==> src/rtl/trng_sample_sequencer_if.sv <==
// Control, latch-network and byte-stream signals of the TRNG sample sequencer.
// master = controller/consumer side (testbench or SoC glue), slave = sequencer.
interface trng_sample_sequencer_if;
    logic       start;
    logic       stop;
    logic       lat_rst_n;
    logic       lat_enable;
    logic       lat_bit;
    logic [7:0] rnd_data;
    logic       rnd_valid;
    logic       rnd_ready;
    logic       overrun;
    logic       health_fail;
    logic       busy;

    modport master (
        output start, stop, lat_bit, rnd_ready,
        input  lat_rst_n, lat_enable, rnd_data, rnd_valid, overrun, health_fail, busy
    );

    modport slave (
        input  start, stop, lat_bit, rnd_ready,
        output lat_rst_n, lat_enable, rnd_data, rnd_valid, overrun, health_fail, busy
    );
endinterface

==> src/rtl/trng_sample_sequencer.sv <==
// Warms up the SR-latch network, packs one bit per SAMPLE_DIV cycles into bytes (first bit in MSB) and runs a repetition test.
// First byte WARMUP_CYCLES+8*SAMPLE_DIV+1 cycles after start; one-entry output buffer, a full buffer without rnd_ready drops the byte and sets overrun.
module trng_sample_sequencer #(
    parameter int WARMUP_CYCLES = 16,
    parameter int SAMPLE_DIV    = 2,
    parameter int REP_LIMIT     = 16
) (
    input  logic                        clk,
    input  logic                        reset,
    trng_sample_sequencer_if.slave      bus
);

    localparam int WCW = $clog2(WARMUP_CYCLES + 1);
    localparam int DCW = $clog2(SAMPLE_DIV + 1);
    localparam int RCW = $clog2(REP_LIMIT + 1);

    typedef enum logic [1:0] {
        ST_IDLE   = 2'd0,
        ST_WARMUP = 2'd1,
        ST_SAMPLE = 2'd2,
        ST_FAIL   = 2'd3
    } state_t;

    state_t           r_state;
    state_t           w_state_nxt;
    logic             r_run;
    logic [WCW-1:0]   r_warm_cnt;
    logic [DCW-1:0]   r_div_cnt;
    logic [7:0]       r_shift;
    logic [2:0]       r_bit_cnt;
    logic [RCW-1:0]   r_rep_cnt;
    logic             r_prev_bit;
    logic [7:0]       r_rnd_data;
    logic             r_rnd_valid;
    logic             r_overrun;
    logic             r_health_fail;

    logic             w_sample;
    logic [RCW-1:0]   w_rep_nxt;
    logic             w_byte_done;
    logic [7:0]       w_byte;

    // r_rep_cnt == 0 marks "no sample yet since entering SAMPLE".
    always_comb begin
        w_state_nxt = r_state;
        w_sample    = 1'b0;
        w_rep_nxt   = RCW'(1);
        if (r_rep_cnt != '0 && bus.lat_bit == r_prev_bit) begin
            w_rep_nxt = r_rep_cnt + RCW'(1);
        end
        case (r_state)
            ST_IDLE: begin
                if (bus.start && !bus.stop) w_state_nxt = ST_WARMUP;
            end
            ST_WARMUP: begin
                if (bus.stop) begin
                    w_state_nxt = ST_IDLE;
                end else if (r_warm_cnt == WCW'(WARMUP_CYCLES - 1)) begin
                    w_state_nxt = ST_SAMPLE;
                end
            end
            ST_SAMPLE: begin
                if (bus.stop) begin
                    w_state_nxt = ST_IDLE;
                end else begin
                    w_sample = (r_div_cnt == DCW'(SAMPLE_DIV - 1));
                    if (w_sample && w_rep_nxt == RCW'(REP_LIMIT)) w_state_nxt = ST_FAIL;
                end
            end
            default: w_state_nxt = ST_FAIL;
        endcase
    end

    assign w_byte      = {r_shift[6:0], bus.lat_bit};
    assign w_byte_done = w_sample && (r_bit_cnt == 3'd7) && (w_state_nxt == ST_SAMPLE);

    always_ff @(posedge clk) begin
        if (reset) begin
            r_state       <= ST_IDLE;
            r_run         <= 1'b0;
            r_warm_cnt    <= '0;
            r_div_cnt     <= '0;
            r_shift       <= '0;
            r_bit_cnt     <= '0;
            r_rep_cnt     <= '0;
            r_prev_bit    <= 1'b0;
            r_rnd_data    <= '0;
            r_rnd_valid   <= 1'b0;
            r_overrun     <= 1'b0;
            r_health_fail <= 1'b0;
        end else begin
            r_state <= w_state_nxt;
            r_run   <= (w_state_nxt == ST_WARMUP) || (w_state_nxt == ST_SAMPLE);

            if (r_state == ST_WARMUP && w_state_nxt == ST_WARMUP) begin
                r_warm_cnt <= r_warm_cnt + WCW'(1);
            end else begin
                r_warm_cnt <= '0;
            end

            // Entering or leaving SAMPLE wipes the partial byte and the repetition history.
            if (r_state != ST_SAMPLE || w_state_nxt != ST_SAMPLE) begin
                r_div_cnt  <= '0;
                r_shift    <= '0;
                r_bit_cnt  <= '0;
                r_rep_cnt  <= '0;
                r_prev_bit <= 1'b0;
            end else begin
                r_div_cnt <= w_sample ? '0 : r_div_cnt + DCW'(1);
                if (w_sample) begin
                    r_shift    <= w_byte;
                    r_bit_cnt  <= r_bit_cnt + 3'd1;
                    r_rep_cnt  <= w_rep_nxt;
                    r_prev_bit <= bus.lat_bit;
                end
            end

            if (w_state_nxt == ST_FAIL) begin
                r_rnd_valid   <= 1'b0;
                r_health_fail <= 1'b1;
            end else if (w_byte_done) begin
                if (!r_rnd_valid || bus.rnd_ready) begin
                    r_rnd_data  <= w_byte;
                    r_rnd_valid <= 1'b1;
                end else begin
                    r_overrun <= 1'b1;
                end
            end else if (r_rnd_valid && bus.rnd_ready) begin
                r_rnd_valid <= 1'b0;
            end
        end
    end

    assign bus.lat_rst_n   = r_run;
    assign bus.lat_enable  = r_run;
    assign bus.busy        = r_run;
    assign bus.rnd_data    = r_rnd_data;
    assign bus.rnd_valid   = r_rnd_valid;
    assign bus.overrun     = r_overrun;
    assign bus.health_fail = r_health_fail;

endmodule
==> src/flat_wrapper.sv <==
// flat-port wrapper written by rule: the top's interface ports become plain ports
module trng_sample_sequencer_flat 
#(
    parameter int WARMUP_CYCLES = 16,
    parameter int SAMPLE_DIV    = 2,
    parameter int REP_LIMIT     = 16
)
  (clk, reset, bus_start, bus_stop, bus_lat_bit, bus_rnd_ready, bus_lat_rst_n, bus_lat_enable, bus_rnd_data, bus_rnd_valid, bus_overrun, bus_health_fail, bus_busy);
  trng_sample_sequencer_if bus_i ();
  input  logic clk;
  input  logic reset;
  input wire logic [$bits(bus_i.start)-1:0] bus_start;
  input wire logic [$bits(bus_i.stop)-1:0] bus_stop;
  input wire logic [$bits(bus_i.lat_bit)-1:0] bus_lat_bit;
  input wire logic [$bits(bus_i.rnd_ready)-1:0] bus_rnd_ready;
  output wire logic [$bits(bus_i.lat_rst_n)-1:0] bus_lat_rst_n;
  output wire logic [$bits(bus_i.lat_enable)-1:0] bus_lat_enable;
  output wire logic [$bits(bus_i.rnd_data)-1:0] bus_rnd_data;
  output wire logic [$bits(bus_i.rnd_valid)-1:0] bus_rnd_valid;
  output wire logic [$bits(bus_i.overrun)-1:0] bus_overrun;
  output wire logic [$bits(bus_i.health_fail)-1:0] bus_health_fail;
  output wire logic [$bits(bus_i.busy)-1:0] bus_busy;
  assign bus_i.start = bus_start;
  assign bus_i.stop = bus_stop;
  assign bus_i.lat_bit = bus_lat_bit;
  assign bus_i.rnd_ready = bus_rnd_ready;
  assign bus_lat_rst_n = bus_i.lat_rst_n;
  assign bus_lat_enable = bus_i.lat_enable;
  assign bus_rnd_data = bus_i.rnd_data;
  assign bus_rnd_valid = bus_i.rnd_valid;
  assign bus_overrun = bus_i.overrun;
  assign bus_health_fail = bus_i.health_fail;
  assign bus_busy = bus_i.busy;
  trng_sample_sequencer #(.WARMUP_CYCLES(WARMUP_CYCLES), .SAMPLE_DIV(SAMPLE_DIV), .REP_LIMIT(REP_LIMIT)) u_core (.clk(clk), .reset(reset), .bus(bus_i));
endmodule
==> config.mk <==
export PLATFORM = sky130hd
export DESIGN_NAME = trng_sample_sequencer_flat
export DESIGN_NICKNAME = d
export VERILOG_FILES = /design/src/rtl/trng_sample_sequencer_if.sv /design/src/rtl/trng_sample_sequencer.sv /design/src/flat_wrapper.sv
export SDC_FILE = /design/constraint.sdc
export NUM_CORES = 1
export LEC_CHECK = 0
export ABC_AREA = 1
export CORE_MARGIN = 2
export CORE_UTILIZATION = 45
export DETAILED_ROUTE_END_ITERATION = 8
export PLACE_DENSITY = 0.79
export SYNTH_ARGS = -nofsm -noshare
export SYNTH_HDL_FRONTEND = slang
export SYNTH_SLANG_ARGS = --single-unit
export TNS_END_PERCENT = 5
==> constraint.sdc <==
create_clock -name clk -period 4.65 [get_ports clk]
set_input_delay 0.93 -clock clk [delete_from_list [all_inputs] [get_ports clk]]
set_output_delay 0.93 -clock clk [all_outputs]
set_load 0.05 [all_outputs]
==> PnR_summary.wiki, run 1 <==
{| class="wikitable"
! Metric !! Value
|-
| Final setup violation count || 0
|-
| Combined global-route utilization of all metal layers || 15.0%
|-
| Fin nets || 240
|-
| Sink count of the clock tree || 36
|-
| Max-cap viol count || 0
|-
| Setup slack of the most critical reg-to-reg path || 2.05 ns
|-
| Time the final worst path needs with I/O delays and setup || 3.01 ns
|-
| Die extent in x || 63.3 um
|-
| Wire per inst || 9.81 um
|-
| Count of hold buffers inserted by post-cts repair || 0
|-
| Post-synthesis sequential element count || 36
|-
| Ratio of final minimum period to clock period || 64.7%
|-
| Remaining routing DRC violations || 0
|-
| Post-Route WL || 2.65 mm
|-
| Maximum number of buffers from clock root to sink || 2
|-
| Post-synth EDFFs || 0
|-
| Share of post-route cells with drive strength above 1 || 6.25%
|-
| Via density per instance || 4.74
|-
| Root Buffer || sky130_fd_sc_hd__clkbuf_4
|-
| Initial core utilization || 47.0%
|-
| Kind of end point of the critical path || register
|-
| Reg-to-reg critical path endpoint || u_core.r_shift[3]
|-
| Ratio of total power to cell area || 289 mW/mm^2
|-
| Dominant synthesized flop cell || sky130_fd_sc_hd__dfxtp_1
|-
| Highest Clock Rate || 332 MHz
|-
| Commonest cells in the netlist || sky130_fd_sc_hd__nand2_1 (38), sky130_fd_sc_hd__nor2_1 (37), sky130_fd_sc_hd__dfxtp_1 (36), sky130_fd_sc_hd__inv_1 (29)
|-
| Worst setup slack after placement || 1.30 ns
|-
| Pin count of the biggest net entering global routing || 17
|-
| Largest fanout on the critical path || 14
|-
| CTS tree || done
|-
| WP data required || 4.90 ns
|-
| Ports placed on the boundary || 20
|-
| Sequential share of the synthesized area || 45.6%
|-
| Transition time at the pin with the least slew margin || 0.591 ns
|-
| Clock input transition at the sequential cells of the worst setup and hold paths || 0.11 ns
|-
| Clock latency reported for the late side of the worst-skew pair || 0.33 ns
|-
| Port-buffer cells || 19
|-
| Number of iterations in the first detailed-routing pass || 4
|-
| Setup crit start kind || input pin
|-
| DRC violation total after the first TritonRoute iteration || 62
|-
| Kind of path behind the tightest hold check || register to register
|-
| Post-cts gate resize count || 0
|-
| Initial antenna violation count || 0
|-
| Synth top area share || 45.6%
|-
| Post-route worst setup slack || 1.64 ns
|-
| Number of placement rows || 21
|-
| Clock skew after layout || 0.0117 ns
|-
| Chip height || 63.3 um
|-
| Total power || 0.540 mW
|-
| R2R depth || 13
|-
| Worst-case hold path end point || u_core.r_div_cnt[0]
|-
| Unrepaired setup endpoints after global routing || false
|-
| CTS H-tree lvls || 2
|-
| Filler instances || 324
|-
| Post-route worst hold slack || 0.432 ns
|-
| Largest incremental delay on the critical path || 0.49 ns
|-
| Area of the die || 0.00400 sq mm
|-
| Total Negative Setup Slacks || 0 ns
|-
| R2R Path Start || u_core.r_warm_cnt[0]
|-
| Data arrival at the endpoint of the critical path || 3.26 ns
|-
| Worst Hold Depth || 1
|-
| Placer's final routability congestion estimate || 0.746
|-
| Leakage component of the power || 0.769 nW
|-
| Floorplan core area || 0.00336 sq mm
|-
| Total clock buffers created by CTS || 5
|-
| Antenna Diode Count || 0
|-
| Critical-path cell list || clkdlybuf4s50_1, inv_1, nand2_1, nor2_8, nand2_1, nor2_1, nand3_1, nand2_1, inv_1, ha_1, inv_1, nor2_1, nand3_1, o22ai_1
|-
| GRT overflow || 0
|-
| Number of nets still failing antenna checks after routing || 0
|-
| Kind of critical path || input pin to register
|-
| Relative slew slack || 60.5%
|-
| Number of cells produced by synthesis || 203
|-
| Number of distinct standard cells referenced by the synthesized netlist || 26
|-
| Post-synthesis instance area || 0.00158 sq mm
|-
| Post-CTS Setup Repair Bufs || 0
|-
| Async SR Flop Fraction || 0%
|-
| Max Slew Vio Count || 0
|-
| Hold_sp || u_core.r_div_cnt[0]
|-
| Via count of the first global-routing pass || 1,168
|-
| Top area cells in the synthesized netlist || sky130_fd_sc_hd__dfxtp_1 (46%), sky130_fd_sc_hd__nand2_1 (9.0%), sky130_fd_sc_hd__nor2_1 (8.8%)
|-
| Global-route wire length before repair || 4.77 mm
|-
| Syn-to-layout area delta || 18.0%
|-
| Run status || finished, final reports clean
|-
| Mean instance size in the synthesized netlist || 7.79 sq um
|-
| Placed wire-length estimate || 2.02 mm
|-
| Cell with the most instances after synthesis || sky130_fd_sc_hd__nand2_1
|-
| Final number of hold-violating endpoints || 0
|-
| Number of warnings issued by yosys || 0
|-
| Cell type with the largest total area after synthesis || sky130_fd_sc_hd__dfxtp_1
|-
| Cell with the largest stage delay on the worst path || sky130_fd_sc_hd__clkdlybuf4s50_1
|-
| Via count || 1,280
|-
| Worst-case vdd ir drop || 0.170 mV
|-
| Post-Synthesis Net Count || 220
|}
==> per-stage QoR <==
| stage | utilization [%] | instances | instance area [sq um] |
|---|---|---|---|
| 2_1_floorplan | - | 203 | 1580 |
| 4_1_cts | 55.5 | 270 | 1870 |
| 5_1_grt | 55.5 | 270 | 1870 |
| 3_3_place_gp | 53.2 | 262 | 1790 |
| 3_5_place_dp | 53.2 | 262 | 1790 |
| 6_report | 55.5 | 270 | 1870 |
==> cells by family after synthesis <==
family	after synthesis	share of synthesized area [%]
adders and majority gates	11	8.70
DFF	36	45.6
AOI/OAI and AO/OA	22	7.83
xor gates and xnor gates	1	0.554
muxes	1	0.633
and+or+nand+nor	94	26.7
buffers and inverters	38	10.0
==> layout by cell type (no fill, tap or decap), types with 2 or more instances in the layout <==
master,n
sky130_fd_sc_hd__dfxtp_1,36
sky130_fd_sc_hd__nand4_1,2
sky130_fd_sc_hd__nand2_1,38
sky130_fd_sc_hd__clkdlybuf4s50_1,19
sky130_fd_sc_hd__inv_2,3
sky130_fd_sc_hd__o22ai_1,7
sky130_fd_sc_hd__inv_1,29
sky130_fd_sc_hd__o21ai_1,3
sky130_fd_sc_hd__nor2_1,37
sky130_fd_sc_hd__nand3_1,11
sky130_fd_sc_hd__ha_1,11
sky130_fd_sc_hd__o21ai_0,3
sky130_fd_sc_hd__a21oi_1,7
sky130_fd_sc_hd__clkbuf_4,5
==> flip-flops by register name, summed over array words and instances, names as in the netlist <==
register                count
u_core.bus.rnd_valid        1
u_core.bus.health_fail      1
u_core.r_shift              7
u_core.bus.rnd_data         8
u_core.bus.busy             1
u_core.bus.overrun          1
u_core.r_rep_cnt            5
u_core.r_div_cnt            2
u_core.r_state              2
u_core.r_bit_cnt            3
u_core.r_warm_cnt           5
==> metal layers <==
metal	up-vias	wire length (um)	track usage [%]
met5	-	0	0
met4	0	60	6.52
met3	5	108	4.82
met2	24	1260	25.0
met1	577	1220	17.7
li1	674	-	-
==> cell type report <==
type	count	area (sq um)	share of cell area, %
Tap cell	46	57.6	3.08
Clock inverter	2	35.0	1.88
Sequential cell	36	721	38.6
Clock buffer	6	41.3	2.21
Inverter	32	120	6.43
Multi-Input combinational cell	129	702	37.6
Timing Repair Buffer	19	190	10.2
==> worst max path at each step <==
stage / start / endpoint / slack (ns) / depth (start not counted)
5_1_grt: bus_stop / u_core.r_shift[2] / 1.40 / 14
3_3_place_gp: bus_stop / u_core.r_shift[3] / 1.36 / 14
4_1_cts: bus_stop / u_core.r_shift[3] / 1.65 / 14
2_1_floorplan: bus_stop / u_core.r_bit_cnt[0] / 2.02 / 14
6_report: bus_stop / u_core.r_shift[3] / 1.64 / 14
3_5_place_dp: bus_stop / u_core.r_shift[3] / 1.30 / 14
==> critical path: cells and delay by family <==
family	cells	cell delay [ns]
adders and majority gates	1	0.20
AOI/OAI and AO/OA	1	0.33
buffers and inverters	4	0.68
and+or+nand+nor	8	1.12
==> where the power goes <==
part	internal [mW]	switching (mW)
Sequential	0.309	0.000996
Clock	0.113	0.0971
Combinational	0.00825	0.0118
Total	0.430	0.110
No activity file was read; power rests on OpenSTA's default activity.
==> run 2, diff against run 1 <==
clock period = 2.8 ns   (was 4.65 ns; I/O delays follow)
==> run 2 against run 1 <==
- cell area rose by 2.5%
- routed wire length rose by 3.9%
- combinational power rose by 67%
- setup slack got worse by 1.2 ns
- sequential power rose by 66%
- highest routed layer unchanged
- critical endpoint unchanged
- total power rose by 68%
- first-iteration DRC count fell by 4.8%
==> PnR_summary.wiki, run 2 (synthesized netlist as in run 1, its figures left out) <==
{| class="wikitable"
! Metric !! Value
|-
| Placer's final routability congestion estimate || 0.767
|-
| Reg power frac || 56.7%
|-
| CTS H-tree lvls || 2
|-
| Leakage component of the power || 0.789 nW
|-
| Via count || 1,276
|-
| WP data required || 3.07 ns
|-
| Int Pwr || 0.713 mW
|-
| Sink count of the clock tree || 36
|-
| Via density per instance || 4.66
|-
| Kind of critical path || input pin to register
|-
| Placed wire-length estimate || 2.08 mm
|-
| Max-cap viol count || 0
|-
| Antenna Diode Count || 0
|-
| Total clock buffers created by CTS || 5
|-
| Run status || finished, final reports clean
|-
| Critical-path cell list || clkdlybuf4s50_1, inv_1, nand2_1, nand2_1, nand2_1, inv_2, o21ai_1, nand3_1, nand2_1, inv_1, ha_1, inv_1, nor2_1, nand2_1, buf_4, o22ai_1
|-
| Number of iterations in the first detailed-routing pass || 4
|-
| Setup slack of the most critical reg-to-reg path || 0.48 ns
|-
| Number of placement rows || 21
|-
| Max Slew Vio Count || 0
|-
| Post-cts gate resize count || 0
|-
| Ratio of total power to cell area || 475 mW/mm^2
|-
| Die extent in x || 63.3 um
|-
| Combined global-route utilization of all metal layers || 15.2%
|-
| Share of post-route cells with drive strength above 1 || 8.33%
|-
| Ratio of final minimum period to clock period || 83.9%
|-
| Setup crit start kind || input pin
|-
| Most used cell, CP || sky130_fd_sc_hd__nand2_1
|-
| GRT overflow || 0
|-
| Post-CTS Setup Repair Bufs || 0
|-
| Final setup violation count || 0
|-
| Total Negative Setup Slacks || 0 ns
|-
| Proportion of power drawn by the clock network || 39.6%
|-
| Kind of path behind the tightest hold check || register to register
|-
| Worst Hold Depth || 1
|-
| R2R depth || 14
|-
| Time the final worst path needs with I/O delays and setup || 2.35 ns
|-
| Area of placed instances || 0.00183 sq mm
|-
| Global-route wire length before repair || 4.80 mm
|-
| Kind of end point of the critical path || register
|-
| Highest Clock Rate || 426 MHz
|-
| Post-route worst setup slack || 0.451 ns
|-
| Worst-case vdd ir drop || 0.347 mV
|-
| Pin count of the biggest net entering global routing || 17
|-
| Hold_sp || u_core.r_div_cnt[0]
|-
| Met1 usage in global routing || 17.7%
|-
| Global routing usage on met2 || 25.5%
|-
| Transition time at the pin with the least slew margin || 0.497 ns
|-
| Fin nets || 244
|-
| R2R Path Start || u_core.r_warm_cnt[0]
|-
| Largest incremental delay on the critical path || 0.44 ns
|-
| Clock latency reported for the late side of the worst-skew pair || 0.34 ns
|-
| Initial antenna violation count || 0
|-
| Maximum number of buffers from clock root to sink || 2
|-
| Port-buffer cells || 19
|-
| Reg-to-reg critical path endpoint || u_core.r_shift[3]
|-
| Initial core utilization || 47.0%
|-
| Final number of hold-violating endpoints || 0
|-
| Syn-to-layout area delta || 21.0%
|-
| Share of total power consumed by net switching || 21.5%
|-
| Layer with the highest usage after global routing || met2
|-
| CTS tree || done
|-
| Relative slew slack || 66.8%
|-
| Number of nets still failing antenna checks after routing || 0
|-
| Layout Cell Area excl Fill || 0.00191 sq mm
|-
| Cell with the largest stage delay on the worst path || sky130_fd_sc_hd__clkdlybuf4s50_1
|-
| Clock skew after layout || 0.00819 ns
|-
| Wire per inst || 10.0 um
|-
| Count of hold buffers inserted by post-cts repair || 0
|-
| Top library cells by usage in the layout, fill and taps aside || sky130_fd_sc_hd__nand2_1 (38), sky130_fd_sc_hd__nor2_1 (37), sky130_fd_sc_hd__dfxtp_1 (36)
|-
| Worst-case hold path end point || u_core.r_div_cnt[0]
|-
| Filler instances || 337
|-
| Root Buffer || sky130_fd_sc_hd__clkbuf_4
|-
| Fraction of met3 tracks used by global routing || 4.82%
|-
| Commonest non-fill, non-tap cell in the layout || sky130_fd_sc_hd__nand2_1
|-
| Data arrival at the endpoint of the critical path || 2.62 ns
|-
| Ports placed on the boundary || 20
|-
| Worst setup slack after placement || 0.101 ns
|-
| Floorplan core area || 0.00336 sq mm
|-
| Unrepaired setup endpoints after global routing || false
|-
| DRC violation total after the first TritonRoute iteration || 59
|-
| Fraction of power consumed by combinational cells || 3.7%
|-
| Area of the die || 0.00400 sq mm
|-
| Remaining routing DRC violations || 0
|-
| Total buffers and inverters traversed by the critical path || 6
|-
| Clock input transition at the sequential cells of the worst setup and hold paths || 0.11 ns
|-
| Net switching power || 0.195 mW
|-
| Via count of the first global-routing pass || 1,173
|-
| Cell family with the largest share of critical-path delay || buffers and inverters
|-
| Largest fanout on the critical path || 5
|-
| Chip height || 63.3 um
|-
| Post-Route WL || 2.75 mm
|-
| Flip-flop count of the largest register after layout || 8
|}
[run 2: how the worst max path moves through the flow]
stage	from	to	slack [ns]	cells past startpoint
global placement	bus_lat_bit	u_core.r_shift[2]	0.14	16
detailed placement	bus_lat_bit	u_core.r_shift[0]	0.10	16
finish	bus_lat_bit	u_core.r_shift[3]	0.45	16
global route	bus_lat_bit	u_core.r_shift[3]	0.19	16
floorplan	bus_stop	u_core.r_bit_cnt[0]	0.54	14
CTS	u_core.r_warm_cnt[0]	u_core.r_shift[0]	0.45	14
[run 2: final cells by class]
cell class                      count  area (sq um)  share of cell area, %
Clock buffer                        5          37.5                   1.96
Sequential cell                    36           721                   37.7
Tap cell                           46          57.6                   3.01
Inverter                           32           120                   6.28
Multi-Input combinational cell    129           702                   36.7
Clock inverter                      3          42.5                   2.22
Timing Repair Buffer               23           233                   12.2
[run 2: power by group through the flow]
stage,registers (mW),clock network (mW),logic [mW]
CTS,0.515,0.373,0.0337
detailed placement,0.527,0,0.0336
floorplan,0.529,0,0.0192
global placement,0.527,0,0.0334
global route,0.515,0.395,0.0366
finish,0.515,0.360,0.0335
[run 2: through the flow]
step / instances / hold slack, ns / utilization (%) / total power [mW]
floorplan: 203 / 0.399 / - / 0.548
global route: 274 / 0.443 / 56.9 / 0.947
finish: 274 / 0.433 / 56.9 / 0.908
global placement: 266 / 0.415 / 54.5 / 0.560
detailed placement: 266 / 0.417 / 54.5 / 0.560
CTS: 274 / 0.434 / 56.9 / 0.921
[run 2: metal layers]
| layer | vias to the layer above | wire [um] | share of wire (%) |
|---|---|---|---|
| li1 | 684 | - | - |
| met1 | 565 | 1290 | 47 |
| met2 | 21 | 1310 | 48 |
| met3 | 6 | 94 | 3.4 |
| met4 | 0 | 58 | 2.1 |
| met5 | - | 0 | 0 |
[run 2: worst reg2reg max path: stages (launching register included)]
cell and delay [ns]:
sky130_fd_sc_hd__dfxtp_1 0.37, sky130_fd_sc_hd__ha_1 0.18, sky130_fd_sc_hd__nand2_1 0.07, sky130_fd_sc_hd__nor2_1 0.10
sky130_fd_sc_hd__ha_1 0.15, sky130_fd_sc_hd__a21oi_1 0.07, sky130_fd_sc_hd__a21oi_1 0.22, sky130_fd_sc_hd__nand2_1 0.15
sky130_fd_sc_hd__inv_1 0.08, sky130_fd_sc_hd__ha_1 0.20, sky130_fd_sc_hd__inv_1 0.05, sky130_fd_sc_hd__nor2_1 0.15
sky130_fd_sc_hd__nand2_1 0.17, sky130_fd_sc_hd__buf_4 0.19, sky130_fd_sc_hd__o22ai_1 0.11
==> run 3, diff against run 2 <==
PLACE_DENSITY = 0.82   (was 0.79)
clock period = 2 ns   (was 2.8 ns; I/O delays follow)
==> run 3 against run 2 <==
- the flow now finishes with violations (negative setup slack)
- critical path depth decreased by 1
- via count increased by 5.3%
- setup slack worse by 0.46 ns
- register-to-register slack got worse by 0.49 ns
==> PnR_summary.wiki, run 3 (synthesized netlist as in run 1, its figures left out) <==
{| class="wikitable"
! Metric !! Value
|-
| Post-CTS Setup Repair Bufs || 0
|-
| Maximum number of buffers from clock root to sink || 2
|-
| Placer's final routability congestion estimate || 0.906
|-
| Via count of the first global-routing pass || 1,287
|-
| GRT overflow || 0
|-
| Fraction of power consumed by combinational cells || 4.7%
|-
| Sink count of the clock tree || 36
|-
| Total power || 1.20 mW
|-
| Net switching power || 0.257 mW
|-
| Top library cells by usage in the layout, fill and taps aside || sky130_fd_sc_hd__nand2_1 (36), sky130_fd_sc_hd__nor2_1 (35), sky130_fd_sc_hd__dfxtp_1 (32)
|-
| Initial antenna violation count || 0
|-
| Post-route worst setup slack || -0.0117 ns
|-
| Die extent in x || 63.3 um
|-
| Reg power frac || 60.1%
|-
| Port-buffer cells || 19
|-
| Highest Clock Rate || 497 MHz
|-
| Global-route wire length before repair || 5.07 mm
|-
| Share of post-route cells with drive strength above 1 || 21.1%
|-
| Worst Hold Depth || 1
|-
| Number of nets still failing antenna checks after routing || 0
|-
| Number of iterations in the first detailed-routing pass || 5
|-
| Ratio of final minimum period to clock period || 101%
|-
| R2R depth || 15
|-
| Run status || finished, violations left
|-
| Initial core utilization || 47.0%
|-
| Kind of critical path || input pin to register
|-
| Post-Route WL || 2.86 mm
|-
| Setup slack of the most critical reg-to-reg path || -0.01 ns
|-
| Area of the die || 0.00400 sq mm
|-
| Int Pwr || 0.943 mW
|-
| Chip height || 63.3 um
|-
| Pin count of the biggest net entering global routing || 17
|-
| Relative slew slack || 66.8%
|-
| Syn-to-layout area delta || 33.1%
|-
| Max-cap viol count || 0
|-
| Layout Cell Area excl Fill || 0.00211 sq mm
|-
| Via count || 1,344
|-
| Share of total power consumed by net switching || 21.4%
|-
| Setup crit start kind || input pin
|-
| Final setup violation count || 7
|-
| Proportion of power drawn by the clock network || 35.3%
|-
| Ports placed on the boundary || 20
|-
| Clock skew after layout || 0.00622 ns
|-
| Wire per inst || 9.93 um
|-
| Combined global-route utilization of all metal layers || 16.2%
|-
| Final number of hold-violating endpoints || 0
|-
| Worst-case vdd ir drop || 0.447 mV
|-
| DRC violation total after the first TritonRoute iteration || 64
|-
| Antenna Diode Count || 0
|-
| Remaining routing DRC violations || 0
|-
| Fin nets || 259
|-
| Root Buffer || sky130_fd_sc_hd__clkbuf_4
|-
| Clock latency reported for the late side of the worst-skew pair || 0.33 ns
|-
| Count of hold buffers inserted by post-cts repair || 0
|-
| Total clock buffers created by CTS || 5
|-
| Number of placement rows || 21
|-
| Kind of path behind the tightest hold check || register to register
|-
| Violated checks || negative setup slack
|-
| Kind of end point of the critical path || register
|-
| Area of placed instances || 0.00199 sq mm
|-
| Time the final worst path needs with I/O delays and setup || 2.01 ns
|-
| Floorplan core area || 0.00336 sq mm
|-
| Unrepaired setup endpoints after global routing || true
|-
| Largest fanout on the critical path || 7
|-
| CTS tree || done
|-
| Flip-flop count of the largest register after layout || 8
|-
| WP data required || 2.23 ns
|-
| Data arrival at the endpoint of the critical path || 2.24 ns
|-
| Ratio of total power to cell area || 570 mW/mm^2
|-
| CTS H-tree lvls || 2
|-
| Placed wire-length estimate || 2.13 mm
|-
| Commonest non-fill, non-tap cell in the layout || sky130_fd_sc_hd__nand2_1
|-
| Via density per instance || 4.67
|-
| Max Slew Vio Count || 0
|-
| Transition time at the pin with the least slew margin || 0.497 ns
|-
| Clock input transition at the sequential cells of the worst setup and hold paths || 0.10 ns
|-
| Leakage component of the power || 0.872 nW
|}
run 3: cell count changes in the layout (fill, tap and decap cells not counted), moves of 3 or more:
| cell | previous run | this run |
|---|---|---|
| sky130_fd_sc_hd__ha_4 | 0 | 3 |
| sky130_fd_sc_hd__dfxtp_2 | 0 | 4 |
| sky130_fd_sc_hd__buf_4 | 3 | 16 |
| sky130_fd_sc_hd__dfxtp_1 | 36 | 32 |
| sky130_fd_sc_hd__ha_1 | 11 | 7 |
run 3: cell type report:
cell class | instances | area, sq um
repair buffers | 38 | 353
inverters | 32 | 120
fillers | 290 | 1260
clock buffers | 7 | 65.1
well taps | 46 | 57.6
multi-input cells | 129 | 785
flip-flops and latches | 36 | 726
run 3: critical path, stage by stage:
cell and delay (ns):
sky130_fd_sc_hd__clkdlybuf4s50_1 0.42, sky130_fd_sc_hd__inv_1 0.08, sky130_fd_sc_hd__nand2_1 0.14, sky130_fd_sc_hd__nor2_8 0.11
sky130_fd_sc_hd__nand2_1 0.05, sky130_fd_sc_hd__nor2_1 0.09, sky130_fd_sc_hd__nand3_1 0.12, sky130_fd_sc_hd__nand2_2 0.11
sky130_fd_sc_hd__inv_2 0.04, sky130_fd_sc_hd__ha_4 0.16, sky130_fd_sc_hd__inv_1 0.09, sky130_fd_sc_hd__nor2_4 0.05
sky130_fd_sc_hd__nand2_1 0.12, sky130_fd_sc_hd__buf_4 0.17, sky130_fd_sc_hd__o22ai_1 0.08
run 3: worst paths after layout:
check / start / end
max: bus_stop / u_core.r_shift[6]
max reg2reg: u_core.r_warm_cnt[1] / u_core.bus.rnd_data[7]
min: u_core.r_div_cnt[0] / u_core.r_div_cnt[0]
min reg2reg: u_core.r_div_cnt[0] / u_core.r_div_cnt[0]
run 3: metrics by stage:
step	util (%)	hold WS [ns]	worst slack (ns)	setup TNS (ns)	instances
floorplan	-	0.399	-0.0319	-0.0638	203
global placement	59.2	0.408	-0.372	-8.46	281
detailed placement	59.2	0.414	-0.389	-9.80	281
CTS	61.7	0.431	-0.0762	-0.721	288
global route	62.6	0.456	-0.169	-2.82	288
finish	62.6	0.435	-0.0117	-0.0333	288
run 3: what timing repair did:
action                                  CTS  global route
pin swaps                                 1             2
endpoints found under the setup margin   22            30
resized for setup                         7             7
run 3: metal layers:
layer  up-vias  track usage, %  routed length [um]
li1        711               -                   -
met5         -               0                   0
met1       601            17.0                1290
met2        24            28.6                1400
met3         8            5.89                 108
met4         0            7.61                  68
run 3: power by group through the flow:
stage                     clock network (mW)  logic, mW  registers [mW]
after floorplan                            0     0.0293           0.741
after global placement                     0     0.0551           0.737
after detailed placement                   0     0.0550           0.738
after CTS                              0.443     0.0557           0.721
after global routing                   0.486     0.0605           0.722
final                                  0.424     0.0559           0.721
